--- src/rtl/seq_divmod_pkg.sv ---
// rtl/seq_divmod_pkg.sv - shared state type, counter sizing and error constants for seq_divmod
package seq_divmod_pkg;

   typedef enum logic [1:0] {
      IDLE = 2'd0,
      CALC = 2'd1,
      DONE = 2'd2
   } state_t;

   function automatic int cnt_width(input int width_n);
      return (width_n > 1) ? $clog2(width_n) : 1;
   endfunction

   // Callers slice the low bits they need; a divide by zero reports all ones.
   function automatic logic [63:0] all_ones(input int width);
      return ~(64'hFFFF_FFFF_FFFF_FFFF << width);
   endfunction

endpackage

--- src/rtl/seq_divmod_step.sv ---
// rtl/seq_divmod_step.sv - one combinational restoring-division iteration
module seq_divmod_step
   import seq_divmod_pkg::*;
#(
   parameter int WIDTH_D = 8
)
(
   input  logic [WIDTH_D:0]   rem_in,
   input  logic               bit_in,
   input  logic [WIDTH_D-1:0] den,
   output logic [WIDTH_D:0]   rem_out,
   output logic               q_bit
);

   logic [WIDTH_D+1:0] shifted;
   logic [WIDTH_D+1:0] trial;

   // One spare bit above the shifted remainder carries the borrow of the trial subtract.
   assign shifted = {rem_in, bit_in};
   assign trial   = shifted - {2'b00, den};
   assign q_bit   = ~trial[WIDTH_D+1];
   assign rem_out = q_bit ? trial[WIDTH_D:0] : shifted[WIDTH_D:0];

endmodule

--- src/rtl/seq_divmod.sv ---
// rtl/seq_divmod.sv - iterative restoring divider with valid/ready handshakes; SEQ_DIVMOD_SIGNED_EN selects two's complement operands
module seq_divmod
   import seq_divmod_pkg::*;
#(
   parameter int WIDTH_N = 16,
   parameter int WIDTH_D = 8
)
(
   input  logic               clk,
   input  logic               rst_n,
   input  logic               in_valid,
   output logic               in_ready,
   input  logic [WIDTH_N-1:0] numerator,
   input  logic [WIDTH_D-1:0] denominator,
   output logic               out_valid,
   input  logic               out_ready,
   output logic [WIDTH_N-1:0] quotient,
   output logic [WIDTH_D-1:0] remainder,
   output logic               div_by_zero
);

   localparam int              CW       = cnt_width(WIDTH_N);
   localparam logic [CW-1:0]   CNT_INIT = CW'(WIDTH_N - 1);
   localparam logic [63:0]     ONES_N   = all_ones(WIDTH_N);
   localparam logic [63:0]     ONES_D   = all_ones(WIDTH_D);

   state_t             state;
   logic [CW-1:0]      count;
   logic [WIDTH_N-1:0] shreg;
   logic [WIDTH_D:0]   prem;
   logic [WIDTH_D-1:0] den_r;

   logic [WIDTH_D:0]   prem_next;
   logic               q_bit;
   logic [WIDTH_N-1:0] q_raw;
   logic [WIDTH_N-1:0] q_final;
   logic [WIDTH_D-1:0] r_final;
   logic [WIDTH_N-1:0] num_mag;
   logic [WIDTH_D-1:0] den_mag;

   seq_divmod_step #(
      .WIDTH_D (WIDTH_D)
   ) u_step (
      .rem_in  (prem),
      .bit_in  (shreg[WIDTH_N-1]),
      .den     (den_r),
      .rem_out (prem_next),
      .q_bit   (q_bit)
   );

   // Numerator bits leave at the top of shreg while quotient bits enter at the bottom.
   assign q_raw = {shreg[WIDTH_N-2:0], q_bit};

`ifdef SEQ_DIVMOD_SIGNED_EN
   logic neg_q;
   logic neg_r;

   assign num_mag = numerator[WIDTH_N-1] ? -numerator : numerator;
   assign den_mag = denominator[WIDTH_D-1] ? -denominator : denominator;
   assign q_final = neg_q ? -q_raw : q_raw;
   assign r_final = neg_r ? -prem_next[WIDTH_D-1:0] : prem_next[WIDTH_D-1:0];
`else
   assign num_mag = numerator;
   assign den_mag = denominator;
   assign q_final = q_raw;
   assign r_final = prem_next[WIDTH_D-1:0];
`endif

   always_ff @(posedge clk) begin
      if (!rst_n) begin
         state       <= IDLE;
         in_ready    <= 1'b1;
         out_valid   <= 1'b0;
         quotient    <= '0;
         remainder   <= '0;
         div_by_zero <= 1'b0;
         count       <= '0;
         shreg       <= '0;
         prem        <= '0;
         den_r       <= '0;
`ifdef SEQ_DIVMOD_SIGNED_EN
         neg_q       <= 1'b0;
         neg_r       <= 1'b0;
`endif
      end else begin
         case (state)
            IDLE: begin
               if (in_valid) begin
                  in_ready <= 1'b0;
                  if (denominator == '0) begin
                     state       <= DONE;
                     out_valid   <= 1'b1;
                     quotient    <= ONES_N[WIDTH_N-1:0];
                     remainder   <= ONES_D[WIDTH_D-1:0];
                     div_by_zero <= 1'b1;
                  end else begin
                     state <= CALC;
                     shreg <= num_mag;
                     den_r <= den_mag;
                     prem  <= '0;
                     count <= CNT_INIT;
`ifdef SEQ_DIVMOD_SIGNED_EN
                     neg_q <= numerator[WIDTH_N-1] ^ denominator[WIDTH_D-1];
                     neg_r <= numerator[WIDTH_N-1];
`endif
                  end
               end
            end
            CALC: begin
               shreg <= q_raw;
               prem  <= prem_next;
               count <= count - CW'(1);
               if (count == '0) begin
                  state       <= DONE;
                  out_valid   <= 1'b1;
                  quotient    <= q_final;
                  remainder   <= r_final;
                  div_by_zero <= 1'b0;
               end
            end
            DONE: begin
               // Result registers hold after the handshake; only the flags move.
               if (out_ready) begin
                  state     <= IDLE;
                  out_valid <= 1'b0;
                  in_ready  <= 1'b1;
               end
            end
            default: begin
               state     <= IDLE;
               in_ready  <= 1'b1;
               out_valid <= 1'b0;
            end
         endcase
      end
   end

endmodule

--- config.mk ---
export PLATFORM = sky130hd
export DESIGN_NAME = seq_divmod
export DESIGN_NICKNAME = d
export VERILOG_FILES = /design/src/rtl/seq_divmod_pkg.sv /design/src/rtl/seq_divmod_step.sv /design/src/rtl/seq_divmod.sv
export SDC_FILE = /design/constraint.sdc
export NUM_CORES = 1
export LEC_CHECK = 0
export CORE_MARGIN = 5
export CORE_UTILIZATION = 47
export CTS_CLUSTER_DIAMETER = 150
export DETAILED_ROUTE_END_ITERATION = 12
export PLACE_DENSITY_LB_ADDON = 0.3
export SLEW_MARGIN = 20
export SYNTH_ARGS = -nofsm -noshare
export SYNTH_HDL_FRONTEND = slang
export SYNTH_SLANG_ARGS = --single-unit
--- constraint.sdc ---
create_clock -name clk -period 2.3 [get_ports clk]
set_clock_uncertainty 0.15 [all_clocks]
set_input_delay 0.46 -clock clk [delete_from_list [all_inputs] [get_ports clk]]
set_output_delay 0.46 -clock clk [all_outputs]
set_load 0.005 [all_outputs]
Yosys cells after proc, flatten, opt, wreduce, memory -nomap -nowiden
Index checks and enable logic that the tools add are counted.
{ "op_classes": {"add_sub_neg": 2, "bitwise_logic": 3, "eq_ne": 7, "reduce_logical": 10, "mux": 33} }
{ "ops": {"columns": ["op", "count"], "rows": [
  ["16-bit two-way mux", 5],
  ["16-bit case mux with 2 select lines", 2],
  ["9-bit two-way mux", 3],
  ["8-bit two-way mux", 3],
  ["9-bit case mux with 2 select lines", 1],
  ["8-bit case mux with 2 select lines", 1],
  ["3-bit AND reduction", 4],
  ["2-bit inequality test, second input constant", 5],
  ["10-bit by 8-bit subtractor with 10-bit output", 1],
  ["8-bit logical NOT", 1],
  ["2-bit two-way mux", 4],
  ["4-bit two-way mux", 2],
  ["4-bit case mux with 2 select lines", 1],
  ["4-bit AND reduction", 2],
  ["1-bit two-way mux", 7],
  ["1-bit case mux with 3 select lines", 2],
  ["2-bit case mux with 3 select lines", 1],
  ["4-bit logical NOT", 1],
  ["4-bit by 1-bit subtractor with 4-bit output, second input constant", 1],
  ["1-bit inverter", 3],
  ["2-bit by 1-bit equality test with 1-bit output, second input constant", 1],
  ["2-bit equality test, second input constant", 1],
  ["2-bit logical NOT", 1],
  ["1-bit case mux with 2 select lines", 1],
  ["2-bit nonzero test", 1]
]} }
{ "totals": {"register_bits": 66, "output_inout_bits": 27, "input_bits": 28, "word_cells": 65} }

Longest topological paths before layout
Gate-level depths: netlist (run 1).
{ "logic_depth": {"ltp_word": 4, "depth_mapped": 10, "depth_no_buf": 10} }

Hierarchy
A second synthesis (run 1) with hierarchy kept.
{ "hier_totals": {"cells_unflattened": 325, "area_unflattened_um2": 3238.1} }
{ "by_module_without_submodules": {"columns": ["module", "seq_area_each_um2", "n_inst", "cells_each", "area_each_um2"], "rows": [
  ["seq_divmod", 1321.3, 1, 253, 2672.6],
  ["seq_divmod_step", 0.0, 1, 72, 565.5]
]} }

Least setup slack after synthesis (run 1)
Ideal clock, no wire load.
{ "synth_timing": {"path_kind": "flip-flop to flip-flop", "from": "register shreg[15]", "to": "register prem[6]", "arrival_time_ns": 2.033, "stages_incl_launch_ff": 11, "synth_period_minus_slack_ns": 2.300, "path_buffers": 0, "t_required_ns": 2.033, "setup_slack_ns": 0.000, "setup_time_ns": 0.117, "cell_sequence": "dfxtp_1 inv_1 ha_1 inv_1 fa_1 a211oi_1 o21bai_1 a21oi_1 xor2_1 mux2i_1 a32o_1"} }
{ "synth_between": {"elab_chain_cells": 3} }
{ "synth_rtl": {"columns": ["element", "line", "text"], "rows": [
  ["start, declared", "seq_divmod.sv:29", "logic [WIDTH_N-1:0] shreg;"],
  ["start signal, assigned", "seq_divmod.sv:98", "shreg <= num_mag;"],
  ["start signal, assigned", "seq_divmod.sv:110", "shreg <= q_raw;"],
  ["10-bit by 8-bit subtractor with 10-bit output", "seq_divmod_step.sv:20", "assign trial = shifted - {2'b00, den};"],
  ["9-bit two-way mux", "seq_divmod_step.sv:22", "assign rem_out = q_bit ? trial[WIDTH_D:0] : shifted[WIDTH_D:0];"],
  ["9-bit case mux with 2 select lines", "seq_divmod.sv:86", "case (state)"],
  ["end signal, assigned", "seq_divmod.sv:111", "prem <= prem_next;"],
  ["end, declared", "seq_divmod.sv:30", "logic [WIDTH_D:0] prem;"]
]} }
No other way between the ends.
A chain may end at the register's enable or synchronous reset.

Worst setup path in the final report (run 1)
Same ends and word-level chain as after synthesis.

==> results of run 1 <==
-- power groups by stage --
stage | sequential [mW] | combinational, mW | clock, mW
after floorplan | 1.40 | 0.998 | 0
after global placement | 1.43 | 1.63 | 0
after detailed placement | 1.43 | 1.67 | 0
after CTS | 1.42 | 1.95 | 1.01
after global routing | 1.46 | 2.30 | 1.08
final | 1.44 | 2.15 | 1.01
-- stage by stage --
stage | setup TNS, ns | instances | setup slack (ns) | util | hold slack (ns)
final | -0.1998 | 556 | -0.1238 | 0.7251 | 0.2665
after global routing | -1.125 | 556 | -0.2124 | 0.7251 | 0.2789
after CTS | -0.01800 | 550 | -0.01800 | 0.6893 | 0.3459
after detailed placement | -14.36 | 534 | -0.3932 | 0.6370 | 0.3358
after global placement | -12.67 | 534 | -0.3616 | 0.6370 | 0.3246
after floorplan | 0 | 370 | 0.06601 | - | 0.2962
-- synthesized netlist by cell type (2+ instances only) --
| cell type | instances | area [um^2] |
|---|---|---|
| a311oi_1 | 16 | 140.1 |
| nor4_1 | 2 | 12.51 |
| nor3_1 | 36 | 180.2 |
| or4_4 | 2 | 22.52 |
| o211ai_1 | 2 | 15.01 |
| buf_2 | 6 | 30.03 |
| xor2_1 | 4 | 35.03 |
| a21oi_1 | 15 | 75.07 |
| clkbuf_1 | 12 | 45.04 |
| nor2_1 | 55 | 206.5 |
| inv_1 | 16 | 60.06 |
| buf_6 | 4 | 45.04 |
| mux2i_1 | 15 | 150.1 |
| a221oi_2 | 2 | 30.03 |
| nor2_2 | 2 | 12.51 |
| or3_1 | 3 | 18.77 |
| a211oi_1 | 4 | 30.03 |
| nand3_1 | 3 | 15.01 |
| xnor2_1 | 2 | 17.52 |
| ha_1 | 9 | 112.6 |
| o21ai_1 | 4 | 20.02 |
| nand2_1 | 47 | 176.4 |
| and3_1 | 2 | 12.51 |
| a21o_1 | 2 | 15.01 |
| o21ai_0 | 18 | 90.09 |
| dfxtp_1 | 66 | 1321 |
| o21bai_1 | 2 | 15.01 |
-- repair_timing --
item / CTS / global route
setup buffers: 1 / 5
pin swaps: 11 / 16
gates cloned: 0 / 1
gates resized for setup: 31 / 40
setup endpoints to repair: 20 / 49
-- worst max-delay path, delay by kind of cell, from the launching register on --
kind | cells | cell delay [ns]
AO/OA/AOI/OAI | 4 | 0.85
adder cells (fa/ha/maj) | 2 | 0.52
flip-flops | 1 | 0.34
XOR/XNOR | 1 | 0.23
buffers and inverters | 2 | 0.12
multiplexers | 1 | 0.12
-- flip-flops by register name, summed over array words and instances (netlist names) --
| signal | count |
|---|---|
| remainder | 8 |
| count | 4 |
| state | 2 |
| prem | 9 |
| div_by_zero | 1 |
| out_valid | 1 |
| in_ready | 1 |
| den_r | 8 |
| quotient | 16 |
| shreg | 16 |
-- cell usage in the layout (no fill, tap or decap), types with 5 or more instances in the layout --
master | Yosys | routed
buf_4 | 0 | 56
nor2_1 | 55 | 55
dfxtp_1 | 66 | 54
nand2_1 | 47 | 47
clkdlybuf4s50_1 | 0 | 46
nor3_1 | 36 | 31
a311oi_1 | 16 | 15
a21oi_1 | 15 | 13
o21ai_0 | 18 | 13
inv_1 | 16 | 12
dfxtp_2 | 0 | 11
mux2i_1 | 15 | 10
clkbuf_8 | 0 | 9
dlymetal6s2s_1 | 0 | 8
o21ai_1 | 4 | 6
ha_4 | 0 | 5
-- metal layers --
metal	share of wire	track usage	wire, um	vias to the layer above
met5	0	0	0	-
met4	0.026	0.07579	237	0
met3	0.067	0.04876	611	25
met2	0.49	0.2969	4489	148
met1	0.42	0.2535	3800	1486
li1	-	-	-	1509
-- path summary, 6_finish.rpt --
check,slack [ns],cells after the start,endpoint,start
setup / recovery,-0.12,10,prem[6],shreg[15]
hold reg to reg,0.34,2,den_r[5],den_r[5]
hold / removal,0.27,3,den_r[0],denominator[0]
setup reg to reg,-0.12,10,prem[6],shreg[15]
-- cell type report --
| cell class | count | area, um^2 |
|---|---|---|
| clock buffers | 9 | 123.9 |
| clock inverters | 7 | 78.83 |
| fillers | 410 | 1755 |
| inverters | 16 | 60.06 |
| multi-input cells | 265 | 1844 |
| flip-flops and latches | 66 | 1339 |
| well taps | 77 | 96.34 |
| repair buffers | 116 | 1089 |
-- cell families after synthesis --
kind of cell,share of synthesized area
simple gates,0.2241
compound gates,0.1710
flops,0.4279
buf+inv,0.05956
mux,0.05227
fa+ha+maj,0.04295
xor+xnor,0.02229
==> results.yml, run 1 <==
run_status:
  status: "complete, but fails checks"
  violations: "negative setup slack"
die:
  rows: 29
  num_io_pins: 55
  initial_utilization: 0.4835
  die_h_um: 91.06
  core_mm2: 0.006386
  die-area_mm2: 0.008291
  die_w_um: 91.06
power_and_ir_drop:
  p_int_mw: 2.973
  power_switching_mw: 1.632
  combPwrFrac: 0.468
  power_frac_clock: 0.219
  cellLeakagePower_nw: 1.900
  switching_share: 0.3544
  pwr_density_cell_mw_per_mm2: 994.4
  power_mw: 4.605
  p_seq_frac: 0.313
  vdd_drop_max_v: 0.0005491
clocking:
  cts_num_sinks: 66
  cts_buffers: 9
  ctsHtreeMaxLevel: 3
  clkTransAtPathRegs_ns: 0.08
  clockRootBuffer: "clkbuf_8"
  cts_tree: "built"
  hold_buffers: 0
  cts_buffer_depth: 2
  clkLatencyLatePin_ns: 0.35
placed_design:
  place_area_mm2: 0.004068
  dp_hpwl_um: 5609
  portBuffers: 54
  place.gp.congestion: 0.8274
synthesis:
  synth_cell_types: 46
  async_flop_share: 0
  synth_edf_count: 0
  netlist_area_mm2: 0.003088
  syn-num-nets: 408
  ys_warn_count: 0
  ys_ff_latch: 66
  syn_avg_cell_area_um2: 8.346
  synth-seq-area-share: 0.4279
  yosys_most_used_dff: "dfxtp_1"
  syn_inst: 370
grt:
  grt_antenna_before_repair: 0
  first_global_vias: 2833
  grt_pass1_wl_um: 13020
  grtUsageTotal: 0.1908
  grt_overflow: 0
  grt_max_degree: 33
route:
  drtIter0Drc: 254
  dr.pass1.iters: 7
  vias: 3168
  drc_errors: 0
  via_per_inst: 5.698
  final_antenna_net_count: 0
  routed_wl_um: 9139
  detail_route.wl_per_cell_um: 16.44
layout:
  diodes: 0
  syn2layout_area_growth_pct: 49.96
  drive_gt1_frac: 0.2777
  num-nets-final: 512
  design_area_mm2: 0.004631
timing:
  finalCritPeriodShare: 1.054
  min_period_ns: 2.424
  finalWorstSetupSlack_ns: -0.1238
  hold_viol: 0
  clock.fmax_ghz: 0.4126
  tightest_slew_ns: 0.5579
  drv_slew: 0
  rsz0062_at_grt: "true"
  maxSlewHeadroom: 0.6276
  finalSetupViolations: 7
critical_path:
  endpoint_kind: "flop"
  crit_top_cell: "inv_2"
  criticalPathCategory: "flop to flop"
  start_kind: "flop"
  arrival_ns: 2.51
  slowest_stage: "fa_2"
  cp_cell_sequence: "inv_2 -> ha_4 -> inv_2 -> fa_2 -> a211oi_4 -> o21bai_1 -> a21oi_2 -> xor2_1 -> mux2i_1 -> a32o_1"
  critical_path_required_ns: 2.39
  path_max_fanout: 3
  slowest_delay_ns: 0.38
job:
  max-cap-violations: 0
worst_hold_path:
  hp-class: "primary input to flop"
No activity file was read; power rests on OpenSTA's default activity.
==> run 2, diff against run 1 <==
- CORE_MARGIN: 5 -> unset
- CTS_CLUSTER_DIAMETER: 150 -> 200
- RECOVER_POWER: unset -> 50
==> run 2 against run 1 <==
  * The run still ends with negative setup slack left
  * Critical path depth unchanged
  * Clock power decreased by 14%
  * Final cell count decreased by 0.72%
  * Die area decreased by 17%
  * Routed wire length decreased by 4.5%
  * Flip-flop and latch count unchanged
  * Power decreased by 2.8%
  * Register-to-register slack improved by 0.02 ns
  * Via count decreased by 2.4%
  * Global-route usage increased by 6.3 points
  * Non-clock buffer count decreased by 4
  * First-iteration DRC count decreased by 12%
==> results.yml, run 2 (synthesis results as in run 1) <==
run_status:
  status: "complete, but fails checks"
  violations: "negative setup slack"
clocking:
  hold_buffers: 0
  cts_buffers: 9
  clkTransAtPathRegs_ns: 0.08
  cts_buffer_depth: 2
  cts_tree: "built"
  clkLatencyLatePin_ns: 0.36
  cts_num_sinks: 66
  ctsHtreeMaxLevel: 3
  clockRootBuffer: "clkbuf_8"
timing:
  tightest_slew_ns: 0.5376
  rsz0062_at_grt: "true"
  finalCritPeriodShare: 1.043
  hold_viol: 0
  drv_slew: 0
  setup_tns_ns: -1.023
  min_period_ns: 2.399
  finalWorstSetupSlack_ns: -0.09930
  clock.fmax_ghz: 0.4168
  maxSlewHeadroom: 0.6411
  finalSetupViolations: 17
grt:
  grtUsageTotal: 0.2533
  first_global_vias: 2934
  grt_overflow: 0
  grt_pass1_wl_um: 13990
  grt_antenna_before_repair: 0
  grt_max_degree: 33
layout:
  mostFrequentLayoutCells: "57 x dfxtp_1, 56 x nor2_1, 49 x buf_4, 47 x nand2_1, 27 x dlygate4sd3_1"
  num-nets-final: 508
  utilization: 0.7159
  multi_input_area_mm2: 0.001849
  final_common_cell: "dfxtp_1"
  seqCellArea_mm2: 0.001335
  n_fill_cell: 447
  drive_gt1_frac: 0.2758
  top_regs: "quotient: 16 flops, shreg: 16 flops, prem: 9 flops"
  syn2layout_area_growth_pct: 47.20
  diodes: 0
critical_path:
  slowest_delay_ns: 0.40
  regToRegSetupSlack_ns: -0.1
  cp_cell_sequence: "inv_2 -> ha_4 -> buf_4 -> nand2b_4 -> a211oi_2 -> buf_4 -> a21boi_4 -> xnor2_4 -> mux2i_1 -> o21ai_1"
  endpoint_kind: "flop"
  slowest_stage: "mux2i_1"
  crit_top_cell: "buf_4"
  critical_path_required_ns: 2.38
  arrival_ns: 2.48
  criticalPathCategory: "flop to flop"
  start_kind: "flop"
  path_max_fanout: 7
die:
  die-area_mm2: 0.006898
  rows: 29
  num_io_pins: 55
  initial_utilization: 0.4863
  die_w_um: 83.06
  core_mm2: 0.006350
  die_h_um: 83.06
job:
  max-cap-violations: 0
power_and_ir_drop:
  pwr_density_cell_mw_per_mm2: 985.0
  cellLeakagePower_nw: 1.902
  vdd_drop_max_v: 0.0006178
route:
  via_per_inst: 5.601
  dr.pass1.iters: 4
  drtIter0Drc: 223
  final_antenna_net_count: 0
  detail_route.wl_per_cell_um: 15.82
  drc_errors: 0
  routed_wl_um: 8730
  vias: 3092
placed_design:
  place.gp.congestion: 0.8427
  portBuffers: 54
  dp_hpwl_um: 5554
worst_hold_path:
  hp-class: "primary input to flop"
[run 2: cell count changes in the layout (fill, tap and decap cells not counted), sizes merged]
cell,delta
clkdlybuf4s50,-22
dlygate4sd3,+27
bufinv,-1
clkbuf,-1
buf,-4
dlymetal6s2s,-4
clkinvlp,+1
[run 2: area by class of cell]
| type | count | share of cell area |
|---|---|---|
| Sequential cell | 66 | 0.2937 |
| Clock inverter | 7 | 0.009909 |
| Multi-Input combinational cell | 265 | 0.4068 |
| Clock buffer | 9 | 0.02725 |
| Timing Repair Buffer | 112 | 0.2279 |
| Inverter | 16 | 0.01321 |
| Tap cell | 77 | 0.02119 |
[run 2: stage by stage]
stage	std cells	hold slack [ns]	power [mW]	worst slack (ns)	area [um^2]
3_3_place_gp	530	0.3231	2.982	-0.3299	4038
6_report	552	0.3220	4.477	-0.09930	4546
4_1_cts	550	0.3473	4.275	-0.005271	4389
3_5_place_dp	530	0.3375	3.033	-0.4071	4038
2_1_floorplan	370	0.2962	2.397	0.06601	3093
5_1_grt	552	0.3595	4.683	-0.1808	4546
[run 2: final timing paths]
check,end,from,cells after the start
worst max-delay path,prem[5],shreg[15],10
worst min-delay path,den_r[4],denominator[4],4
worst max register to register,prem[5],shreg[15],10
worst min register to register,quotient[2],quotient[2],2
[run 2: layer usage]
metal / track usage / vias up / routed length (um)
li1: - / 1495 / -
met1: 0.3396 / 1458 / 3749
met2: 0.3979 / 113 / 4140
met3: 0.04175 / 26 / 584
met4: 0.1207 / 0 / 256
met5: 0 / - / 0
[run 2: where the power goes]
part / switching, mW / leakage (nW) / internal, mW
logic: 1.01 / 1.27 / 1.16
clock network: 0.485 / 0.0891 / 0.388
registers: 0.144 / 0.547 / 1.29
total: 1.64 / 1.90 / 2.84
[run 2: repair_timing]
action                     4_1_cts  5_1_grt
pin swaps                        8       16
setup endpoints to repair       28       47
cloned                           0        1
setup buffers                    4        4
gates resized for setup         33       42
[run 2: worst max-delay path: cells and delay by family, from the launching register on]
| kind | cells | cell delay [ns] |
|---|---|---|
| compound gates | 3 | 0.41 |
| mux | 1 | 0.40 |
| flops | 1 | 0.35 |
| buf+inv | 3 | 0.35 |
| xor+xnor | 1 | 0.31 |
| fa+ha+maj | 1 | 0.16 |
| simple gates | 1 | 0.14 |
==> run 3, diff against run 2 <==
- CORE_UTILIZATION: 47 -> 50
- SKIP_CTS_REPAIR_TIMING: unset -> 1
- clock period: 2.3 -> 2.8 ns (I/O delays scaled with it)
==> run 3 against run 2 <==
  * The run now ends clean
  * First-iteration DRC count fell by 4.9%
  * Global-route usage fell by 0.80 points
  * Clock power rose by 12%
  * Flip-flop and latch count did not move
  * Routed wire length fell by 14%
  * Critical path type unchanged
==> results.yml, run 3 (synthesis results as in run 1) <==
layout:
  syn2layout_area_growth_pct: 29.25
  n_fill_cell: 505
  top_regs: "quotient: 16 flops, shreg: 16 flops, prem: 9 flops"
  final_cells: 508
  final_common_cell: "dfxtp_1"
  diodes: 0
  seqCellArea_mm2: 0.001321
  multi_input_area_mm2: 0.001602
  utilization: 0.6702
  mostFrequentLayoutCells: "66 x dfxtp_1, 57 x nor2_1, 47 x nand2_1, 36 x nor3_1, 29 x dlygate4sd3_1"
  drive_gt1_frac: 0.09238
  num-nets-final: 466
critical_path:
  reg2reg_from: "den_r[0]"
  reg2reg_to: "prem[6]"
  endpoint_kind: "flop"
  regToRegSetupSlack_ns: 0.17
  arrival_ns: 2.71
  criticalPathCategory: "flop to flop"
  path_max_fanout: 2
  r2r_cells: 9
  start_kind: "flop"
  critical_path_required_ns: 2.88
worst_hold_path:
  min_to: "out_valid"
  hold_start: "out_valid"
  hp-class: "flop to flop"
  hold_depth: 2
die:
  die-area_mm2: 0.006494
  rows: 28
  die_w_um: 80.59
  die_h_um: 80.59
  initial_utilization: 0.5185
  num_io_pins: 55
  core_mm2: 0.005956
timing:
  min_period_ns: 2.634
  setup_tns_ns: 0
  hold_viol: 0
  maxSlewHeadroom: 0.5413
  finalSetupViolations: 0
  hold-worst-slack_ns: 0.3445
  finalCritPeriodShare: 0.9409
  clock.fmax_ghz: 0.3796
  tightest_slew_ns: 0.6880
  drv_slew: 0
  rsz0062_at_grt: "false"
grt:
  grt_antenna_before_repair: 0
  grt_max_degree: 33
  grt_pass1_wl_um: 12100
  grtUsageTotal: 0.2454
  first_global_vias: 2593
  grt_overflow: 0
route:
  dr.pass1.iters: 5
  drc_errors: 0
  routed_wl_um: 7485
  detail_route.wl_per_cell_um: 14.73
  via_per_inst: 5.575
  final_antenna_net_count: 0
  drtIter0Drc: 212
  vias: 2832
power_and_ir_drop:
  cellLeakagePower_nw: 1.628
  pwr_density_cell_mw_per_mm2: 827.3
  vdd_drop_max_v: 0.0003525
  power_mw: 3.302
clocking:
  cts_buffers: 9
  cts_num_sinks: 66
  cts_tree: "built"
  clockRootBuffer: "clkbuf_8"
  clkTransAtPathRegs_ns: 0.07
  cts_buffer_depth: 2
  clkLatencyLatePin_ns: 0.35
  ctsHtreeMaxLevel: 3
placed_design:
  dp_cells: 492
  place.gp.congestion: 0.8471
  portBuffers: 54
  dp_hpwl_um: 5146
run_status:
  status: "complete, no violations"
job:
  max-cap-violations: 0
## run 3: critical path: stages, from the launching register on
cell and delay, ns:
dfxtp_1 0.39, ha_1 0.18, inv_1 0.05, fa_1 0.40
a211oi_1 0.32, o21bai_1 0.12, a21oi_1 0.18, xor2_1 0.27
mux2i_1 0.15, a32o_1 0.30
## run 3: stage by stage
stage	cell area, um^2	setup slack [ns]
finish	3991	0.1656
global route	3991	0.001423
CTS	3988	0.002507
detailed placement	3747	0.04657
global placement	3747	0.08267
floorplan	3088	0.4996
## run 3: worst max-delay path by stage
stage	depth (start not counted)	startpoint	endpoint
detailed placement	8	denominator[3]	remainder[1]
CTS	9	den_r[2]	remainder[5]
global route	10	shreg[15]	prem[6]
global placement	9	den_r[2]	remainder[5]
finish	9	den_r[0]	prem[6]
floorplan	10	shreg[15]	prem[6]
## run 3: layer usage
metal	track usage	share of wire
met1	0.3291	0.47
met2	0.3763	0.47
met3	0.04773	0.040
met4	0.1143	0.024
met5	0	0
## run 3: area by class of cell
class,instances,share of cell area
multi-input combinational,265,0.4013
sequential,66,0.3310
timing repair buffer,70,0.1690
clock buffer,9,0.03103
clock inverter,7,0.02915
tap,75,0.02351
inverter,16,0.01505
## run 3: report_power, final
part	total [mW]	leakage [nW]	internal (mW)	switching, mW
Combinational	1.17	0.966	0.558	0.611
Clock	0.974	0.120	0.591	0.383
Sequential	1.16	0.543	1.06	0.0993
